--- src/rtl/ks_pluck_exciter_if.sv ---
// Sample-strobe/trigger bus between a pluck exciter and its controller.
// master drives strobe, trigger and burst settings; slave returns sample and status.
interface ks_pluck_exciter_if #(
  parameter int datawidth = 16,
  parameter int lenbits   = 12,
  parameter int ampbits   = 8
);
  logic                 ena;
  logic                 trigger;
  logic [lenbits-1:0]   length;
  logic [ampbits-1:0]   amplitude;
  logic [datawidth-1:0] q;
  logic                 busy;
  logic                 done;

  modport master (output ena, trigger, length, amplitude, input q, busy, done);
  modport slave  (input ena, trigger, length, amplitude, output q, busy, done);
endinterface

--- src/rtl/ks_pluck_exciter.sv ---
// Karplus-Strong pluck exciter: LFSR noise burst scaled by a latched gain.
// Define KS_EXCITE_ENVELOPE_EN to make the gain decay linearly over the burst.
module ks_pluck_exciter #(
  parameter int datawidth = 16,
  parameter int lenbits   = 12,
  parameter int ampbits   = 8,
  parameter int envshift  = 4
) (
  input logic clk,
  input logic reset,
  ks_pluck_exciter_if.slave bus
);
  typedef enum logic {S_IDLE, S_BURST} state_t;

  state_t                       r_state, w_state_nxt;
  logic [23:0]                  r_lfsr;
  logic [lenbits-1:0]           r_cnt;
  logic [ampbits-1:0]           r_gain;
  logic [datawidth-1:0]         r_q;
  logic                         r_busy, r_done;

  logic                         w_load, w_step, w_finish;
  logic [23:0]                  w_lfsr_nxt;
  logic signed [datawidth-1:0]  w_noise;
  logic signed [datawidth+ampbits:0] w_prod, w_shift;
  logic [datawidth-1:0]         w_sample;

  // Galois form of x^24+x^23+x^22+x^17+1, shifting towards the MSB
  assign w_lfsr_nxt = {r_lfsr[22:0], 1'b0} ^ (r_lfsr[23] ? 24'hC20001 : 24'h000000);
  assign w_noise    = r_lfsr[23 -: datawidth];
  assign w_prod     = w_noise * $signed({1'b0, r_gain});
  assign w_shift    = w_prod >>> ampbits;
  assign w_sample   = w_shift[datawidth-1:0];

  // A zero-length trigger is ignored in both states
  assign w_load = bus.trigger && (bus.length != '0);

  always_comb begin
    w_state_nxt = r_state;
    w_step      = 1'b0;
    w_finish    = 1'b0;
    case (r_state)
      S_IDLE:  if (w_load) w_state_nxt = S_BURST;
      S_BURST: if (!w_load && bus.ena) begin
        if (r_cnt != '0) w_step = 1'b1;
        else begin
          w_finish    = 1'b1;
          w_state_nxt = S_IDLE;
        end
      end
      default: w_state_nxt = S_IDLE;
    endcase
  end

  always_ff @(posedge clk) begin
    if (reset) r_state <= S_IDLE;
    else       r_state <= w_state_nxt;
  end

  always_ff @(posedge clk) begin
    if (reset) begin
      r_lfsr <= 24'h000001;
      r_cnt  <= '0;
      r_q    <= '0;
      r_busy <= 1'b0;
      r_done <= 1'b0;
    end else begin
      r_done <= w_finish;
      // Free-running on every strobe so consecutive plucks differ
      if (bus.ena) r_lfsr <= w_lfsr_nxt;
      if (w_load) begin
        r_cnt  <= bus.length;
        r_busy <= 1'b1;
      end else if (w_step) begin
        r_q   <= w_sample;
        r_cnt <= r_cnt - 1'b1;
      end else if (w_finish) begin
        r_q    <= '0;
        r_busy <= 1'b0;
      end
    end
  end

`ifdef KS_EXCITE_ENVELOPE_EN
  localparam int PW = (envshift > 0) ? envshift : 1;
  logic [PW-1:0] r_pre;
  logic          w_wrap;

  assign w_wrap = (r_pre == PW'((1 << envshift) - 1));

  // Sample uses the current env; the decrement takes effect from the next sample
  always_ff @(posedge clk) begin
    if (reset) begin
      r_gain <= '0;
      r_pre  <= '0;
    end else if (w_load) begin
      r_gain <= bus.amplitude;
      r_pre  <= '0;
    end else if (w_step) begin
      r_pre <= w_wrap ? '0 : r_pre + 1'b1;
      if (w_wrap && r_gain != '0) r_gain <= r_gain - 1'b1;
    end
  end
`else
  always_ff @(posedge clk) begin
    if (reset)       r_gain <= '0;
    else if (w_load) r_gain <= bus.amplitude;
  end
`endif

  assign bus.q    = r_q;
  assign bus.busy = r_busy;
  assign bus.done = r_done;
endmodule

--- src/flat_wrapper.sv ---
// flat-port wrapper written by rule: the top's interface ports become plain ports
module ks_pluck_exciter_flat 
#(
  parameter int datawidth = 16,
  parameter int lenbits   = 12,
  parameter int ampbits   = 8,
  parameter int envshift  = 4
)
  (clk, reset, bus_ena, bus_trigger, bus_length, bus_amplitude, bus_q, bus_busy, bus_done);
  ks_pluck_exciter_if #(.datawidth(datawidth), .lenbits(lenbits), .ampbits(ampbits)) bus_i ();
  input logic clk;
  input logic reset;
  input wire logic [$bits(bus_i.ena)-1:0] bus_ena;
  input wire logic [$bits(bus_i.trigger)-1:0] bus_trigger;
  input wire logic [$bits(bus_i.length)-1:0] bus_length;
  input wire logic [$bits(bus_i.amplitude)-1:0] bus_amplitude;
  output wire logic [$bits(bus_i.q)-1:0] bus_q;
  output wire logic [$bits(bus_i.busy)-1:0] bus_busy;
  output wire logic [$bits(bus_i.done)-1:0] bus_done;
  assign bus_i.ena = bus_ena;
  assign bus_i.trigger = bus_trigger;
  assign bus_i.length = bus_length;
  assign bus_i.amplitude = bus_amplitude;
  assign bus_q = bus_i.q;
  assign bus_busy = bus_i.busy;
  assign bus_done = bus_i.done;
  ks_pluck_exciter #(.datawidth(datawidth), .lenbits(lenbits), .ampbits(ampbits), .envshift(envshift)) u_core (.clk(clk), .reset(reset), .bus(bus_i));
endmodule
--- config.mk ---
export PLATFORM = sky130hd
export DESIGN_NAME = ks_pluck_exciter_flat
export DESIGN_NICKNAME = d
export VERILOG_FILES = /design/src/rtl/ks_pluck_exciter_if.sv /design/src/rtl/ks_pluck_exciter.sv /design/src/flat_wrapper.sv
export SDC_FILE = /design/constraint.sdc
export NUM_CORES = 1
export LEC_CHECK = 0
export CORE_ASPECT_RATIO = 1.2
export CORE_MARGIN = 1
export CORE_UTILIZATION = 50
export CTS_CLUSTER_DIAMETER = 60
export CTS_CLUSTER_SIZE = 24
export DETAILED_ROUTE_END_ITERATION = 12
export PLACE_DENSITY_LB_ADDON = 0.08
export SYNTH_ARGS = -nofsm -noshare
export SYNTH_HDL_FRONTEND = slang
export SYNTH_SLANG_ARGS = --single-unit
--- constraint.sdc ---
create_clock -name clk -period 6.2 [get_ports clk]
set_input_delay 1.86 -clock clk [delete_from_list [all_inputs] [get_ports clk]]
set_output_delay 1.86 -clock clk [all_outputs]
set_load 0.02 [all_outputs]
==> impl_metrics.yaml <==
clock_network:
  clockBufferDepth: 2
  clkLatencyLatePin_ns: 0.33
  clk_pin_slew_ns: 0.06
  clkSinkCount: 63
  root_buffer: "clkbuf_16"
  post_cts_resized: 0
  cts_made_buffers: 9
  post-cts-setup-buffers: 0
  hold_buffers: 0
  htreeDepth: 3
  cts_tree: "done"
logic_synthesis:
  yosysWarnings: 0
  synth_fa_ha_area_frac: 0.369
  synth_area_um2: 6870
  ys_ff_latch: 63
  synth_compound_area_frac: 0.0987
  synth_xor_area_frac: 0.0382
  syn_inst: 779
  synth_top_family_by_area: "adder cells"
  synthMuxAreaShare: 0.0408
  yosysSeqAreaShare: 0.184
  synthSimpleGateAreaFrac: 0.167
  avgSynthCellArea_um2: 8.82
  syn-num-nets: 946
  yosysUniqueCellTypes: 50
grt:
  grt_usage: 0.239
  grt_max_degree: 53
  grt_antenna_before_repair: 0
  grt_overflow: 0
  grt_first_pass_wirelength_um: 26200
  grt_pass1_vias: 5356
die:
  die_h_um: 130
  start_util: 0.517
  die_area_um2: 14200
  core_um2: 13300
  die_w_um: 109
  rows: 46
  ios: 42
outcome:
  outcome: "finished, final reports clean"
cells_and_area:
  diodes: 0
  syn_to_final_growth_pct: 11.4
  nets: 961
  utilization: 0.576
  drive_gt1_frac: 0.0338
setup_path:
  arrival_ns: 5.72
  crit_path_end_kind: "flip-flop"
  timing.critical_path.fanout_max: 16
  ff2ff_setup_slack_ns: 0.71
  critPathLaunchType: "flip-flop"
  critPathKind: "reg2reg"
  cp.required_ns: 6.43
timing:
  finalClockSkew_ns: 0.00559
  period_share: 0.886
  rsz0062_at_grt: "false"
  max_freq_ghz: 0.182
  setup_viol_count_final: 0
  worstMarginPinSlew_ns: 0.921
  fin_crit_ns: 5.49
  report.final.slew_viol_count: 0
  setup_tns_ns: 0
  relSlewSlack: 0.386
  hold_viol: 0
place:
  dp_hpwl_um: 11800
  place.gp.congestion: 0.930
  portBuffers: 41
route:
  firstDrtPassIters: 4
  wl_per_cell_um: 15.7
  routed_via_density: 5.31
  drt_iter0_drc: 276
  antenna_left: 0
  remaining_drc_errors: 0
  routed_wl_um: 15200
  vias: 5137
pwr:
  leakagePower_nw: 3.75
  vdd_drop_max_mv: 0.111
  p_per_area_nw_per_um2: 143
job:
  maxCapViolCount: 0
min_path:
  hp-class: "reg2reg"
## kinds of logic (layout without fill, tap and decap cells)
group	count (synthesis)	after routing
AOI/OAI and AO/OA	93	93
xor gates and xnor gates	30	30
adders and majority gates	143	143
buffers and inverters	187	207
DFF	63	63
muxes	28	28
and+or+nand+nor	235	235
## power breakdown
group / leakage (nW) / switching [mW] / internal [mW] / total, mW
Combinational: 3.09 / 0.0732 / 0.0614 / 0.135
Sequential: 0.514 / 0.0288 / 0.418 / 0.447
Clock: 0.143 / 0.198 / 0.313 / 0.512
Total: 3.75 / 0.300 / 0.793 / 1.09
## synth_stat cells (all sizes together)
| cell | count | area (um2) |
|---|---|---|
| a22oi | 11 | 82.6 |
| xor2 | 11 | 96.3 |
| ha | 44 | 551 |
| nor4b | 2 | 23.8 |
| a21oi | 21 | 109 |
| or4 | 3 | 22.5 |
| o31ai | 5 | 51.3 |
| and3b | 1 | 8.76 |
| dfxtp | 63 | 1260 |
| a21o | 8 | 60.1 |
| and3 | 1 | 6.26 |
| a31oi | 2 | 12.5 |
| nand3 | 9 | 45.0 |
| a21bo | 1 | 10.0 |
| o211ai | 3 | 22.5 |
| nor4 | 6 | 43.8 |
| nor2 | 53 | 199 |
| a211oi | 9 | 80.1 |
| and2 | 56 | 350 |
| nor3 | 5 | 25.0 |
| mux2i | 28 | 280 |
| fa | 99 | 1980 |
| or3 | 1 | 6.26 |
| buf | 5 | 26.3 |
| a32o | 3 | 30.0 |
| nand4 | 2 | 12.5 |
| o221ai | 1 | 8.76 |
| inv | 146 | 548 |
| a22o | 10 | 87.6 |
| nand2b | 2 | 12.5 |
| o21bai | 2 | 15.0 |
| clkbuf | 36 | 135 |
| nor2b | 4 | 25.0 |
| and4bb | 1 | 12.5 |
| and4b | 2 | 20.0 |
| o21ai | 10 | 50.1 |
| o21a | 2 | 15.0 |
| a41oi | 1 | 8.76 |
| nand3b | 2 | 15.0 |
| o311ai | 1 | 8.76 |
| xnor2 | 19 | 166 |
| a2111oi | 1 | 8.76 |
| nand2 | 85 | 319 |
| a211o | 2 | 17.5 |
## cell type report
cell class | instances | area, um2
Tap cell | 168 | 210
Inverter | 146 | 548
Multi-Input combinational cell | 529 | 4900
Timing Repair Buffer | 45 | 435
Clock buffer | 10 | 229
Fill cell | 1235 | 5640
Sequential cell | 63 | 1260
Clock inverter | 6 | 68.8
## cells in the final DEF (no fill, tap or decap), types with 2 or more instances in the layout
| cell | instances |
|---|---|
| and4b_1 | 2 |
| nand3_1 | 9 |
| nand3b_1 | 2 |
| fa_1 | 99 |
| inv_1 | 146 |
| nand2b_1 | 2 |
| o211ai_1 | 3 |
| nand4_1 | 2 |
| o21a_1 | 2 |
| o21ai_0 | 10 |
| a211o_1 | 2 |
| xnor2_1 | 19 |
| o31ai_1 | 4 |
| a32o_1 | 3 |
| mux2i_1 | 28 |
| a31oi_1 | 2 |
| nor4_1 | 5 |
| a21o_1 | 8 |
| xor2_1 | 11 |
| a211oi_1 | 8 |
| nor2b_1 | 4 |
| a21oi_1 | 20 |
| clkinv_4 | 2 |
| ha_1 | 44 |
| a22oi_1 | 11 |
| clkdlybuf4s50_1 | 40 |
| clkbuf_16 | 9 |
| and2_1 | 56 |
| a22o_1 | 10 |
| dfxtp_1 | 63 |
| nor3_1 | 5 |
| buf_4 | 4 |
| or4_1 | 3 |
| o21bai_1 | 2 |
| nor2_1 | 53 |
| nand2_1 | 85 |
## layer usage
metal	track usage	up-vias	wire (um)
met1	0.309	2553	6730
met3	0.0322	16	591
li1	-	2472	-
met4	0.0795	0	212
met2	0.413	96	7690
met5	0	-	0
## path summary, 6_finish.rpt
kind,start,to,depth (start not counted)
min reg2reg,u_core.r_lfsr[0],u_core.r_lfsr[0],1
max,u_core.r_gain[0],u_core.bus.q[15],16
max reg2reg,u_core.r_gain[0],u_core.bus.q[15],16
min,u_core.r_lfsr[0],u_core.r_lfsr[0],1
## critical path, stage by stage (launching register included)
cell      delay [ns]
dfxtp_1         0.70
nand2_1         0.24
fa_1            0.53
inv_1           0.05
fa_1            0.48
fa_1            0.55
inv_1           0.05
fa_1            0.48
inv_1           0.05
ha_1            0.36
a21o_1          0.19
a211oi_1        0.30
nand3b_1        0.11
a21oi_1         0.40
and3b_1         0.25
or3_1           0.38
a32o_1          0.26
## per-stage QoR
| stage | setup slack, ns | hold WS, ns | total power, mW | cell area, um2 | instances |
|---|---|---|---|---|---|
| 2_1_floorplan | 1.27 | 0.439 | 0.540 | 6870 | 779 |
| 3_3_place_gp | 0.827 | 0.453 | 0.587 | 7360 | 951 |
| 3_5_place_dp | 0.711 | 0.465 | 0.590 | 7360 | 951 |
| 4_1_cts | 0.712 | 0.481 | 1.11 | 7650 | 967 |
| 5_1_grt | 0.398 | 0.501 | 1.14 | 7650 | 967 |
| 6_report | 0.706 | 0.474 | 1.09 | 7650 | 967 |
## registers in the layout, indices dropped and copies added (netlist names)
name,count
u_core.r_state,1
u_core.r_lfsr,24
u_core.r_gain,8
u_core.bus.busy,1
u_core.r_cnt,12
u_core.bus.q,16
u_core.bus.done,1
Note: power is estimated with default switching activity, not from simulation.
